File: config.mk
export PLATFORM = sky130hd
export DESIGN_NAME = imem_program_loader
export DESIGN_NICKNAME = d
export VERILOG_FILES = /design/src/rtl/imem_program_loader_pkg.sv /design/src/rtl/imem_word_packer.sv /design/src/rtl/imem_program_loader.sv
export SDC_FILE = /design/constraint.sdc
export NUM_CORES = 1
export LEC_CHECK = 0
export ABC_AREA = 0
export CORE_MARGIN = 5
export CORE_UTILIZATION = 45
export CTS_CLUSTER_SIZE = 16
export DETAILED_ROUTE_END_ITERATION = 10
export HOLD_SLACK_MARGIN = 0.12
export PLACE_DENSITY = 0.77
export SETUP_SLACK_MARGIN = 0.15
export SKIP_LAST_GASP = 1
export SLEW_MARGIN = 10
export SYNTH_ARGS = -nofsm -noshare
export SYNTH_HDL_FRONTEND = slang
export SYNTH_SLANG_ARGS = --single-unit
File: constraint.sdc
create_clock -name clk_i -period 2 [get_ports clk_i]
set_input_delay 0.4 -clock clk_i [delete_from_list [all_inputs] [get_ports clk_i]]
set_output_delay 0.4 -clock clk_i [all_outputs]
set_load 0.02 [all_outputs]
File: src/rtl/imem_program_loader_pkg.sv
// imem_program_loader_pkg: loader state encoding and frame byte-order constants
package imem_program_loader_pkg;
   typedef enum logic [2:0] {
      S_IDLE, S_LEN_HI, S_LEN_LO, S_DATA, S_CHECK, S_DONE, S_ERR
   } state_t;
   localparam int BYTE_W = 8;
   localparam int LANES = 4;
endpackage

File: src/rtl/imem_word_packer.sv
// imem_word_packer: packs big-endian byte lanes into 32-bit words, one-cycle word_valid after lane 3
module imem_word_packer
   import imem_program_loader_pkg::*;
(
   input  logic              clk_i,
   input  logic              rst_i,
   input  logic              clear,
   input  logic              xfer,
   input  logic [BYTE_W-1:0] data,
   output logic              lane_last,
   output logic              word_valid,
   output logic [31:0]       word
);
   logic [1:0]  lane;
   logic [23:0] sh;
   assign lane_last = lane == 2'(LANES - 1);
   always_ff @(posedge clk_i) begin
      if (rst_i) begin
         lane <= '0;
         sh <= '0;
         word_valid <= 1'b0;
         word <= '0;
      end else begin
         word_valid <= xfer & lane_last;
         if (clear) lane <= '0;
         else if (xfer) begin
            lane <= lane + 2'd1;
            sh <= {sh[15:0], data};
            if (lane_last) word <= {sh, data};
         end
      end
   end
endmodule

File: src/rtl/imem_program_loader.sv
// imem_program_loader: receives a length/data/checksum byte frame, writes words to instruction
// memory and releases the CPU reset only after a verified load
module imem_program_loader
   import imem_program_loader_pkg::*;
#(
   parameter logic [31:0] BASE_ADDR = 32'h0000_0000,
   parameter int          MAX_WORDS = 256
) (
   input  logic        clk_i,
   input  logic        rst_i,
   input  logic        start_i,
   input  logic        byte_valid_i,
   input  logic [7:0]  byte_data_i,
   output logic        byte_ready_o,
   output logic        im_we_o,
   output logic [31:0] im_addr_o,
   output logic [31:0] im_wdata_o,
   output logic        cpu_rst_n_o,
   output logic        done_o,
   output logic        err_o
);
   localparam int WCW = $clog2(MAX_WORDS + 1);
   state_t state, state_nx;
   logic [7:0]     len_hi, chk;
   logic [15:0]    len;
   logic [WCW-1:0] n_words, word_cnt;
   logic           xfer, start_ok, lane_last, word_done;
   assign len = {len_hi, byte_data_i};
   assign byte_ready_o = state inside {S_LEN_HI, S_LEN_LO, S_DATA, S_CHECK};
   assign xfer = byte_valid_i & byte_ready_o;
   assign start_ok = start_i & (state inside {S_IDLE, S_DONE, S_ERR});
   assign word_done = xfer & (state == S_DATA) & lane_last;
   assign cpu_rst_n_o = state == S_DONE;
   assign done_o = state == S_DONE;
   assign err_o = state == S_ERR;
   imem_word_packer u_packer (
      .clk_i      (clk_i),
      .rst_i      (rst_i),
      .clear      (start_ok),
      .xfer       (xfer & (state == S_DATA)),
      .data       (byte_data_i),
      .lane_last  (lane_last),
      .word_valid (im_we_o),
      .word       (im_wdata_o)
   );
   always_ff @(posedge clk_i) begin
      if (rst_i) begin
         state <= S_IDLE;
         len_hi <= '0;
         n_words <= '0;
         word_cnt <= '0;
         chk <= '0;
         im_addr_o <= BASE_ADDR;
      end else begin
         state <= state_nx;
         if (start_ok) begin
            chk <= '0;
            word_cnt <= '0;
         end
         if (xfer && state == S_LEN_HI) len_hi <= byte_data_i;
         if (xfer && state == S_LEN_LO) n_words <= WCW'(len);
         if (xfer && state == S_DATA) chk <= chk ^ byte_data_i;
         // address is registered alongside the packed word so both appear with im_we_o
         if (word_done) begin
            word_cnt <= word_cnt + WCW'(1);
            im_addr_o <= BASE_ADDR + (32'(word_cnt) << 2);
         end
      end
   end
   always_comb begin
      state_nx = state;
      case (state)
         S_IDLE, S_DONE, S_ERR: if (start_ok) state_nx = S_LEN_HI;
         S_LEN_HI: if (xfer) state_nx = S_LEN_LO;
         S_LEN_LO: if (xfer) state_nx = (len == 16'd0) ? S_CHECK : (len > 16'(MAX_WORDS)) ? S_ERR : S_DATA;
         S_DATA: if (word_done && word_cnt == n_words - WCW'(1)) state_nx = S_CHECK;
         S_CHECK: if (xfer) state_nx = (byte_data_i == chk) ? S_DONE : S_ERR;
         default: state_nx = S_IDLE;
      endcase
   end
endmodule

==> summary.md <==
| Metric | Value |
|---|---|
| Status | `finished, violations left` |
| Failing checks | `setup timing` |
| M1 WL | `4714 µm` |
| #FFs+latches synth | `105` |
| Hold_buf cts | `0` |
| DR WL/cell | `13.99 µm` |
| Fill cell count | `920` |
| Synth area leaders | `dfxtp_1 45%, nand2_1 14%, a21oi_1 11%, buf_4 3.8%, clkbuf_1 2.6%` |
| VDD IR max | `0.0004833 V` |
| Clk_lat worst skew | `0.37 ns` |
| Setup_tns | `-0.002983 ns` |
| Critical path arrival | `2.24 ns` |
| Post-synth cell types | `53` |
| P per Cell Area | `812.9 nW/µm²` |
| Vias per cell | `5.205` |
| Crit path required time | `2.24 ns` |
| Top_reg_cell synth | `dfxtp_1` |
| GP Congestion | `0.9184` |
| Ant diodes | `0` |
| Fin util | `0.5667` |
| CTS sink cnt | `105` |
| Post-route ant nets | `0` |
| Die area | `12,570 µm²` |
| Crit. Startpoint | `n_words[0]` |
| Initial DRT Pass Iterations | `4` |
| Post-Syn Area | `4692 µm²` |
| Clock slew at reported path FFs | `0.10 ns` |
| Finish-stage setup viols | `1` |
| CP Capture Type | `register` |
| Synth warnings | `0` |
| CTS tree | `done` |
| Fraction of layout cells with a size suffix above 1 | `0.1510` |
| Core Area | `10,230 µm²` |
| Die Height | `112.1 µm` |
| Crit-path max FO | `4` |
| Root Driver | `clkbuf_8` |
| CP endpoint | `state[1]` |
| CTS Buf Count | `9` |
| Asr flop ratio synth | `0` |
| Initial antenna violation count | `0` |
| Tot Pwr | `4.713 mW` |
| Crit share post-route | `1.001` |
| Largest net degree at the start of global routing | `66` |
| Cells after Synth | `609` |
| Routed wl met3 | `631 µm` |
| Drt drc | `0` |
| Total routed wirelength | `11,440 µm` |
| Vias in the first global route | `4,101` |
| Final setup margin | `-0.002983 ns` |
| Final hold slack | `0.3559 ns` |
| # port buffers | `57` |
| Top post-synthesis cells by count | `179 x nand2_1, 105 x dfxtp_1, 99 x a21oi_1` |
| Nets@finish | `692` |
| Slew Limit Fails | `0` |
| Longest Clk Path Bufs | `2` |
| EDFF count, synth | `0` |
| Layout area overhead | `23.57%` |
| Congestion Overflow GR | `0` |
| Initial drt markers | `208` |
| Maxcap violations | `0` |
| Synth top area share | `0.4480` |
| Starting Density | `0.4586` |
| Crit path kind | `register to register` |
| Detailed placement HPWL | `8094 µm` |
| Clock Skew | `0.01243 ns` |
| Startpoint Class | `register` |
| Worst r2r src | `n_words[0]` |
| Worst slew pin tran | `0.6347 ns` |
| DIE WIDTH | `112.1 µm` |
| Worst Reg2Reg Path Length in Cells | `6` |
| Synth area leader | `dfxtp_1` |
| Unrepaired setup endpoints after global routing | `true` |
| Pleak | `2.059 nW` |
| Global-route usage over all layers | `0.1766` |
| FF-to-FF setup slack | `-0.003 ns` |
| Minimum clock period | `2.003 ns` |
| Most frequent cell after synthesis | `nand2_1` |
| I/O pins | `81` |
| Top Layer Used | `met4` |
| Reg-to-reg endpoint | `state[1]` |
| H-tree Lvls | `3` |
| Worst Hold Class | `input pin to register` |
| Pre-CTS WS | `-0.2529 ns` |
| Register area share after synthesis | `0.4480` |
| Final hold viol count | `0` |
| Fmax | `499.3 MHz` |
| Number of cell rows | `37` |
| Slew Limit Headroom | `0.5768` |
| Syn Area/Cell | `7.704 µm²` |
| Global-route wire length before repair | `18,720 µm` |
| Via count | `4,258` |
| Met2 WL post-DR | `5783 µm` |
-- layout make-up --
| cell class | instances | area (µm²) | area share |
|---|---|---|---|
| Sequential cell | 105 | 2113 | 0.3645 |
| Multi-Input combinational cell | 454 | 2356 | 0.4063 |
| Inverter | 5 | 18.77 | 0.003237 |
| Clock inverter | 6 | 83.83 | 0.01446 |
| Timing Repair Buffer | 102 | 918.4 | 0.1584 |
| Tap cell | 136 | 170.2 | 0.02935 |
| Clock buffer | 10 | 137.6 | 0.02374 |
-- flip-flops by register name (all words and copies together) (netlist names) --
register	cells
im_addr_o	9
chk	8
u_packer.lane	2
u_packer.sh	24
u_packer.word_valid	1
u_packer.word	32
len_hi	8
word_cnt	9
state	3
n_words	9
-- cell usage in the layout (no fill, tap or decap), types with 2 or more instances in the layout --
| master | n |
|---|---|
| nor2b_1 | 5 |
| or3_1 | 3 |
| clkdlybuf4s50_1 | 52 |
| dfxtp_4 | 2 |
| and2_1 | 2 |
| nor2_2 | 2 |
| nor3_1 | 6 |
| dfxtp_2 | 3 |
| a21oi_1 | 99 |
| ha_1 | 2 |
| dfxtp_1 | 100 |
| or2_2 | 9 |
| and3_1 | 4 |
| buf_4 | 43 |
| inv_6 | 2 |
| xor2_1 | 10 |
| and3_2 | 2 |
| nand2_1 | 179 |
| nor3_2 | 2 |
| conb_1 | 23 |
| nor4_1 | 5 |
| nand3_1 | 7 |
| or4_4 | 2 |
| clkbuf_8 | 10 |
| xnor2_1 | 9 |
| nor2_1 | 21 |
| a311oi_1 | 2 |
| o21ai_0 | 19 |
| a2bb2oi_1 | 2 |
| mux2i_1 | 2 |
| inv_1 | 5 |
| a31oi_1 | 4 |
-- critical path, stage by stage, from the launching register on --
cell and delay, ns:
dfxtp_2 0.34, or4_4 0.56, or4_4 0.45, a21oi_4 0.20, o22ai_4 0.10, o21ai_1 0.13, a221oi_1 0.09
-- layer usage --
| metal | up-vias | track usage |
|---|---|---|
| li1 | 2107 | - |
| met1 | 1998 | 0.2077 |
| met2 | 124 | 0.3103 |
| met3 | 29 | 0.03612 |
| met4 | 0 | 0.07692 |
| met5 | - | 0 |
-- timing repair --
action                     4_1_cts  5_1_grt
setup buffers                    1        0
pin swaps                        2       10
cloned                           0        0
gates resized for setup         13       22
setup endpoints to repair       51       54
-- worst min path at each step --
stage / start / to / slack, ns / depth (start not counted)
global placement: im_addr_o[6] / im_addr_o[6] / 0.44 / 2
finish: rst_i / state[0] / 0.36 / 3
CTS: rst_i / state[0] / 0.34 / 3
detailed placement: u_packer.sh[21] / u_packer.sh[21] / 0.45 / 2
floorplan: u_packer.sh[16] / u_packer.word[24] / 0.43 / 2
global route: rst_i / state[0] / 0.36 / 3
-- logic make-up (layout without fill, tap and decap cells) --
group,after synthesis,count (layout),synth area share
mux,3,3,0.006667
other cells,1,23,0.0007992
flops,105,105,0.4480
fa+ha+maj,3,3,0.008001
xor+xnor,20,20,0.03733
buf+inv,72,123,0.08800
compound gates,143,143,0.1675
simple gates,262,262,0.2437
-- where the power goes --
| group | switching [mW] | internal, mW |
|---|---|---|
| logic | 0.583 | 0.438 |
| clock network | 0.778 | 0.644 |
| registers | 0.102 | 2.17 |
| total | 1.46 | 3.25 |
-- per-stage QoR --
stage | area, µm² | std cells
after floorplan | 4776 | 631
after global placement | 5460 | 801
after detailed placement | 5460 | 801
after CTS | 5708 | 818
after global routing | 5798 | 818
final | 5798 | 818
Note: power is estimated with default switching activity, not from simulation.
